**src/rtl/lut_reg_pipe.sv**
```systemverilog
// lut_reg_pipe: DEPTH-stage register pipeline, valid tracking, stall, flush.
// Define LUT_REG_PIPE_OCC_EN to add the occ occupancy counter port.
module lut_reg_pipe #(
  parameter int               WIDTH = 8,
  parameter int               DEPTH = 4,
  parameter logic [WIDTH-1:0] INIT  = '0
) (
  input  logic             clock,
  input  logic             reset,
  input  logic [WIDTH-1:0] a,
  input  logic             a_valid,
  input  logic             en,
  input  logic             flush,
  output logic [WIDTH-1:0] y,
  output logic             y_valid
`ifdef LUT_REG_PIPE_OCC_EN
  ,
  output logic [$clog2(DEPTH+1)-1:0] occ
`endif
);

  logic [WIDTH-1:0] d [DEPTH];
  logic [DEPTH-1:0] v;

  // Data stages shift regardless of valid; bubbles keep their slot.
  always_ff @(posedge clock) begin
    if (reset || flush) begin
      for (int i = 0; i < DEPTH; i++) begin
        d[i] <= INIT;
      end
      v <= '0;
    end else if (en) begin
      d[0] <= a;
      v[0] <= a_valid;
      for (int i = 1; i < DEPTH; i++) begin
        d[i] <= d[i-1];
        v[i] <= v[i-1];
      end
    end
  end

  assign y       = d[DEPTH-1];
  assign y_valid = v[DEPTH-1];

`ifdef LUT_REG_PIPE_OCC_EN
  localparam int OW = $clog2(DEPTH+1);

  // Tracks popcount(v) incrementally: one in, one out per advance.
  always_ff @(posedge clock) begin
    if (reset || flush) begin
      occ <= '0;
    end else if (en) begin
      occ <= occ + OW'(a_valid) - OW'(v[DEPTH-1]);
    end
  end
`endif

endmodule

```
**config.mk**
```make
export PLATFORM = sky130hd
export DESIGN_NAME = lut_reg_pipe
export DESIGN_NICKNAME = d
export VERILOG_FILES = /design/src/rtl/lut_reg_pipe.sv
export SDC_FILE = /design/constraint.sdc
export NUM_CORES = 1
export LEC_CHECK = 0
export CORE_MARGIN = 2
export CORE_UTILIZATION = 52
export DETAILED_ROUTE_END_ITERATION = 7
export GPL_ROUTABILITY_DRIVEN = 0
export PLACE_DENSITY_LB_ADDON = 0.1
export SLEW_MARGIN = 20
export SYNTH_ARGS = -nofsm -noshare
export SYNTH_HDL_FRONTEND = slang
export SYNTH_SLANG_ARGS = --single-unit
```
**constraint.sdc**
```tcl
create_clock -name clock -period 2.3 [get_ports clock]
set_input_delay 0.69 -clock clock [delete_from_list [all_inputs] [get_ports clock]]
set_output_delay 0.69 -clock clock [all_outputs]
set_load 0.01 [all_outputs]
```
=== Word-level counts from Yosys, hierarchy flattened ===
Memories as Yosys holds them, arrays and structs flattened.
Index checks and enable logic that the tools add are counted.

* Flip-flop bits (word level): 4
* Memory bits (writable): 32
* Word-level logic and storage cells: 16
* Memories kept: 1

* Bitwise logic cells: 4
* Reduce and logical (&&, ||, !) cells: 1
* Mux-type cells: 9

{| class="wikitable"
|+ Memories
! memory !! words !! width !! rd ports !! clocked after memory_dff !! wr ports !! RTL line !! RTL
|-
| d || 4 || 8 || 4 || 0 || 4 || 22 || <nowiki>logic [WIDTH-1:0] d [DEPTH];</nowiki>
|}

{| class="wikitable"
|+ Operator list
! kind !! number
|-
| two-way mux 8 bit || 4
|-
| two-way mux 1 bit || 5
|-
| OR 1 bit || 4
|-
| logical OR 1 bit || 1
|}

=== Depth between registers and ports, before layout ===
Gate-level depths: netlist of the first run.

* Depth after elaboration: 4
* Mapped depth: 4
* Depth with buffers taken out: 2

=== Least setup slack after synthesis of the first run ===
Ideal clock, no wire load.

* Path kind: in2reg
* Start point: input port en
* End point: memory d[0][0], enable pin
* Stages: 2
* Setup slack: 0.405 ns
* Path buffers: 1
* Data arrival time: 1.551 ns
* Data required time: 1.955 ns
* Cell sequence: buf_6 -> or3_2

{| class="wikitable"
|+ RTL lines
! item !! RTL line !! RTL
|-
| from (decl) || 12 || <nowiki>input logic en,</nowiki>
|-
| to (decl) || 22 ||
|}

==> flow_summary_export.csv, run 1 <==
group,metric,value,unit
setup_path,startpoint,"d[0][29]$_SDFFCE_PN0P_",
clock_network,cts_tree,"done",
setup_path,crit_path_max_incr_delay,0.53,ns
clock_network,ctsHoldBuffers,0,
sta,timing.final.crit_share,0.8199,
final_layout,design_area,1742,um^2
global_routing,grt_pass1_vias,729,
pwr,clkPwrFrac,0.342,
pwr,ir_worst_vdd,0.0005436,V
sta,worstMarginPinSlew,0.1825,ns
global_routing,grt_max_degree,33,
synthesis,ys_types,11,
sta,clock.fmax,530.3,MHz
final_layout,ff_latch_area,1041,um^2
clock_network,cts_buffers,5,
setup_path,crit_chain,"clkdlybuf4s50_1",
detailed_routing,drc,0,
final_layout,syn_to_final_growth,20.94,%
detailed_routing,drtAntennaViolNets,0,
pwr,switching_share,0.1852,
floorplanning,initial_utilization,0.5361,
synthesis,synth.yosys.seq_area_share,0.7228,
sta,fin_ws,0.4142,ns
global_routing,globalRouteTotalUtil,0.1285,
detailed_routing,wl_met1,655,um
floorplanning,top_level_ports,22,
sta,hold_viol,0,
sta,drv_slew,0,
floorplanning,die_w,56.63,um
detailed_routing,num_vias,688,
pwr,intPower,0.001009,W
placement,placed_area,1665,um^2
floorplanning,coreArea,2686,um^2
sta,setup_viol,0,
detailed_routing,drtIter0Drc,15,
detailed_routing,wl_met3,114,um
sta,min_period,1.886,ns
sta,slew-limit-headroom,0.8782,
synthesis,avgSynthCellArea,16.00,um^2
detailed_routing,wl,1645,um
final_layout,multi_input_area,312.8,um^2
clock_network,clockBufferDepth,2,
sta,skew,0.01333,ns
sta,setup_tns,0,ns
floorplanning,fp.dieH,56.63,um
sta,rsz0062_at_grt,"no",
setup_path,worst_path_dominant_cell_family,"buffers and inverters",
global_routing,overflow,0,
final_layout,final_common_cell,"edfxtp_1",
setup_path,crit_slowest_cell,"clkdlybuf4s50_1",
setup_path,rrSetupSlack,1.50,ns
clock_network,cts_resized,0,
min_path,min-delay-start,"d[0][19]$_SDFFCE_PN0P_",
detailed_routing,vias_per_cell,4.811,
setup_path,crit_buf_inv,1,
clock_network,cts.clk_slew.worst_paths,0.10,ns
detailed_routing,met2_length,845,um
setup_path,cp_max_fo,1,
detailed_routing,first_pass_iters,4,
final_layout,final_cell_mix,"edfxtp_1 (32), and2_2 (21), clkdlybuf4s50_1 (21)",
synthesis,syn_area,1440,um^2
floorplanning,die-area,3206,um^2
detailed_routing,route.detailed.wl_per_inst,11.50,um
run,cap_violations,0,
setup_path,worstSetupPathType,"flip-flop to primary output",
setup_path,worstPathRequired,1.61,ns
pwr,pwr-share-seq,0.599,
final_layout,antenna_cells,0,
pwr,p_leak,0.6987,nW
final_layout,drive_above_1_share,0.3125,
synthesis,netlist_instances,90,
clock_network,clock-sinks,36,
synthesis,synth.net_count,103,
pwr,comb_power_share,0.059,
setup_path,crit_arrival,1.20,ns
placement,place_ws,0.2221,ns
setup_path,endpoint_kind,"primary output",
pwr,p_per_area,711.2,nW/um^2
clock_network,htree_levels,2,
synthesis,yosys_warnings,0,
clock_network,cts_root_buf,"clkbuf_4",
clock_network,cts_setup_buffers,0,
setup_path,r2r-start,"d[0][13]$_SDFFCE_PN0P_",
detailed_routing,top_layer_used,"met4",
final_layout,fillCellCount,190,
min_path,hp-class,"flip-flop to flip-flop",
final_layout,nNetsFinal,124,
floorplanning,rows,19,
global_routing,antenna_found_initial,0,
placement,port_buffers,21,
clock_network,clock_latency,0.33,ns
outcome,outcome,"complete, no violations",
setup_path,start_kind,"flip-flop",
global_routing,grt_pass1_wl,2960,um
synthesis,yosys_register_bits,36,
pwr,power_switching,0.0002294,W
==> stage by stage <==
stage | hold slack, ns | utilization | cells | total power, W
after CTS | 0.5298 | 0.6483 | 143 | 0.001252
after floorplan | 0.4933 | - | 90 | 0.0007915
after global placement | 0.5015 | 0.6199 | 135 | 0.0008276
after global routing | 0.5479 | 0.6483 | 143 | 0.001288
after detailed placement | 0.5148 | 0.6199 | 135 | 0.0008319
final | 0.5287 | 0.6483 | 143 | 0.001239
==> synthesized netlist by cell type <==
| cell type | n | area share |
|---|---|---|
| clkbuf_2 | 3 | 0.010 |
| dfxtp_1 | 4 | 0.056 |
| mux2i_1 | 4 | 0.028 |
| nor3_1 | 4 | 0.014 |
| buf_6 | 1 | 0.0078 |
| and2_1 | 11 | 0.048 |
| edfxtp_1 | 32 | 0.67 |
| or3_2 | 1 | 0.0052 |
| nor3b_4 | 1 | 0.013 |
| and2_2 | 21 | 0.11 |
| buf_4 | 8 | 0.042 |
==> per-layer routing <==
layer | vias to the layer above | GRT usage
met5 | - | 0
met4 | 0 | 0.05102
met3 | 4 | 0.06912
met2 | 22 | 0.2292
met1 | 317 | 0.1209
li1 | 345 | -
==> flip-flops by register name (all words and copies together), names as in the netlist <==
| register | cells |
|---|---|
| d | 32 |
| v | 4 |
==> power by group through the flow <==
stage / clock (W) / combinational, W / sequential [W]
after floorplan: 0 / 0.0000362 / 0.000755
after global placement: 0 / 0.0000716 / 0.000756
after detailed placement: 0 / 0.0000741 / 0.000758
after CTS: 0.000436 / 0.0000741 / 0.000743
after global routing: 0.000463 / 0.0000798 / 0.000745
final: 0.000424 / 0.0000730 / 0.000742
==> cells by family after synthesis <==
| kind of cell | count (synthesis) | share of synthesized area |
|---|---|---|
| multiplexers | 4 | 0.02780 |
| AND/OR/NAND/NOR | 38 | 0.1894 |
| buffers and inverters | 12 | 0.05995 |
| flip-flops | 36 | 0.7229 |
==> cell type report <==
class | instances | share of cell area
clock buffer | 6 | 0.02371
clock inverter | 2 | 0.02011
multi-input combinational | 42 | 0.1796
sequential | 36 | 0.5977
tap | 31 | 0.02227
timing repair buffer | 26 | 0.1566
==> final timing paths <==
kind              cells after the start                     end
setup / recovery                      1                    y[5]
hold / removal                        1  d[0][27]$_SDFFCE_PN0P_
setup reg to reg                      1  d[0][21]$_SDFFCE_PN0P_
hold reg to reg                       1  d[0][27]$_SDFFCE_PN0P_
Note: power is estimated with default switching activity, not from simulation.
==> run 2, diff against run 1 <==
Clock period 2.3 ns to 1.8 ns, I/O delays scaled along.
==> run 2 against run 1 <==
- clock power up 29%
- wire length is 1.5% higher
- utilization rose by 0.33 points
- clock skew is 0.0092 ns lower
- design area is 0.50% higher
- clock-buffer cell count is 1 lower
- largest power group unchanged
- highest routed layer unchanged
==> flow_summary_export.csv, run 2 (same netlist as run 1, synthesis figures left out) <==
group,metric,value,unit
sta,slew-limit-headroom,0.8777,
pwr,clkPwrFrac,0.345,
pwr,switching_share,0.1901,
final_layout,final_common_cell,"edfxtp_1",
global_routing,grt_pass1_wl,2766,um
setup_path,worstPathRequired,1.26,ns
clock_network,cts_setup_buffers,0,
detailed_routing,drtIter0Drc,8,
min_path,worstHoldPathCells,1,
clock_network,clock_latency,0.33,ns
setup_path,crit_slowest_cell,"clkdlybuf4s50_1",
floorplanning,die-area,3206,um^2
detailed_routing,route.detailed.wl_per_inst,11.67,um
setup_path,start_kind,"flip-flop",
setup_path,worstSetupPathType,"flip-flop to primary output",
sta,timing.final.crit_share,0.9662,
final_layout,nNetsFinal,124,
sta,skew,0.004112,ns
sta,setup_viol,0,
clock_network,cts_root_buf,"clkbuf_4",
floorplanning,initial_utilization,0.5361,
final_layout,antenna_cells,0,
setup_path,r2r-start,"d[0][13]$_SDFFCE_PN0P_",
setup_path,crit_buf_inv,1,
floorplanning,coreArea,2686,um^2
clock_network,clock-sinks,36,
global_routing,grt_max_degree,33,
setup_path,path_depth,1,
final_layout,fillCellCount,202,
clock_network,ctsHoldBuffers,0,
outcome,outcome,"complete, no violations",
setup_path,endpoint_kind,"primary output",
final_layout,finish.utilization,0.6516,
placement,dp_hpwl,1041,um
detailed_routing,wl,1669,um
sta,min_period,1.739,ns
clock_network,cts.clk_slew.worst_paths,0.11,ns
run,cap_violations,0,
pwr,power_switching,0.0003022,W
final_layout,final_cell_mix,"edfxtp_1 (32), and2_2 (21), clkdlybuf4s50_1 (19)",
sta,whs,0.5299,ns
setup_path,crit_arrival,1.20,ns
placement,place_inst,135,
pwr,power,0.001590,W
floorplanning,die_w,56.63,um
pwr,comb_power_share,0.059,
final_layout,regMostFlops,"d",
final_layout,fin_cells,143,
min_path,hold_path_end,"d[0][8]$_SDFFCE_PN0P_",
final_layout,reg_top3,"d x32, v x4",
min_path,hp-class,"flip-flop to flip-flop",
pwr,pwr-share-seq,0.596,
floorplanning,rows,19,
setup_path,rrSetupSlack,1.00,ns
pwr,intPower,0.001287,W
global_routing,globalRouteTotalUtil,0.1215,
sta,hold_viol,0,
final_layout,multi_input_area,312.8,um^2
setup_path,cp_max_fo,2,
detailed_routing,vias_per_cell,4.909,
clock_network,cts_buffers,5,
pwr,ir_worst_vdd,0.001065,V
global_routing,grt_pass1_vias,655,
floorplanning,top_level_ports,22,
detailed_routing,drc,0,
sta,clock.fmax,575.0,MHz
detailed_routing,num_vias,702,
pwr,p_per_area,908.1,nW/um^2
setup_path,crit_chain,"clkdlybuf4s50_1",
sta,rsz0062_at_grt,"no",
pwr,p_leak,0.7305,nW
final_layout,largest_reg_flops,32,
global_routing,antenna_found_initial,0,
setup_path,rr_endpoint,"d[0][21]$_SDFFCE_PN0P_",
floorplanning,fp.dieH,56.63,um
clock_network,htree_levels,2,
final_layout,ff_latch_area,1041,um^2
global_routing,overflow,0,
placement,port_buffers,21,
sta,drv_slew,0,
sta,worstMarginPinSlew,0.1833,ns
setup_path,rr_worst_depth,1,
final_layout,syn_to_final_growth,21.55,%
setup_path,worst_path_dominant_cell_family,"buffers and inverters",
detailed_routing,first_pass_iters,2,
clock_network,clockBufferDepth,2,
min_path,min-delay-start,"d[0][0]$_SDFFCE_PN0P_",
clock_network,cts_tree,"done",
final_layout,drive_above_1_share,0.3214,
detailed_routing,drtAntennaViolNets,0,
setup_path,crit_path_max_incr_delay,0.53,ns
## run 2: cell count changes in the layout (fill, tap and decap cells not counted)
cell / delta
clkinvlp_4: +1
clkdlybuf4s50_1: -2
dlymetal6s2s_1: +2
clkbuf_1: -1
## run 2: how the worst max path moves through the flow
| stage | end | start | slack (ns) |
|---|---|---|---|
| 2_1_floorplan | d[0][0]$_SDFFCE_PN0P_ | en | 0.05 |
| 3_3_place_gp | d[0][2]$_SDFFCE_PN0P_ | en | -0.11 |
| 3_5_place_dp | d[0][2]$_SDFFCE_PN0P_ | en | -0.14 |
| 4_1_cts | y[5] | d[0][29]$_SDFFCE_PN0P_ | 0.03 |
| 5_1_grt | y[5] | d[0][29]$_SDFFCE_PN0P_ | 0.0003 |
| 6_report | y_valid | v[3]$_SDFFE_PP0P_ | 0.06 |
## run 2: what timing repair did
item	4_1_cts	5_1_grt
endpoints found under the hold margin	0	0
resized for setup	0	2
endpoints found under the setup margin	0	2
## run 2: power groups by stage
stage               Clock (W)  Combinational, W  Sequential, W
global route         0.000603          0.000101       0.000952
global placement            0         0.0000916       0.000966
CTS                  0.000568         0.0000950       0.000949
detailed placement          0         0.0000946       0.000968
floorplan                   0         0.0000462       0.000965
finish               0.000549         0.0000930       0.000948
## run 2: stage by stage
| stage | instance area (um^2) | setup WS (ns) | setup TNS, ns |
|---|---|---|---|
| 2_1_floorplan | 1440 | 0.05472 | 0 |
| 3_3_place_gp | 1665 | -0.1089 | -4.782 |
| 3_5_place_dp | 1665 | -0.1427 | -7.121 |
| 4_1_cts | 1745 | 0.03494 | 0 |
| 5_1_grt | 1750 | 0.0003494 | 0 |
| 6_report | 1750 | 0.06086 | 0 |
## run 2: layout make-up
cell class,count,share of cell area
clock buffers,5,0.02144
clock inverters,3,0.02430
flip-flops and latches,36,0.5947
repair buffers,26,0.1587
well taps,31,0.02216
multi-input cells,42,0.1787
## run 2: per-layer routing
| layer | wire length, um | vias up | track usage |
|---|---|---|---|
| li1 | - | 346 | - |
| met1 | 661 | 329 | 0.1129 |
| met2 | 864 | 22 | 0.2093 |
| met3 | 114 | 5 | 0.06912 |
| met4 | 27 | 0 | 0.06122 |
| met5 | 0 | - | 0 |
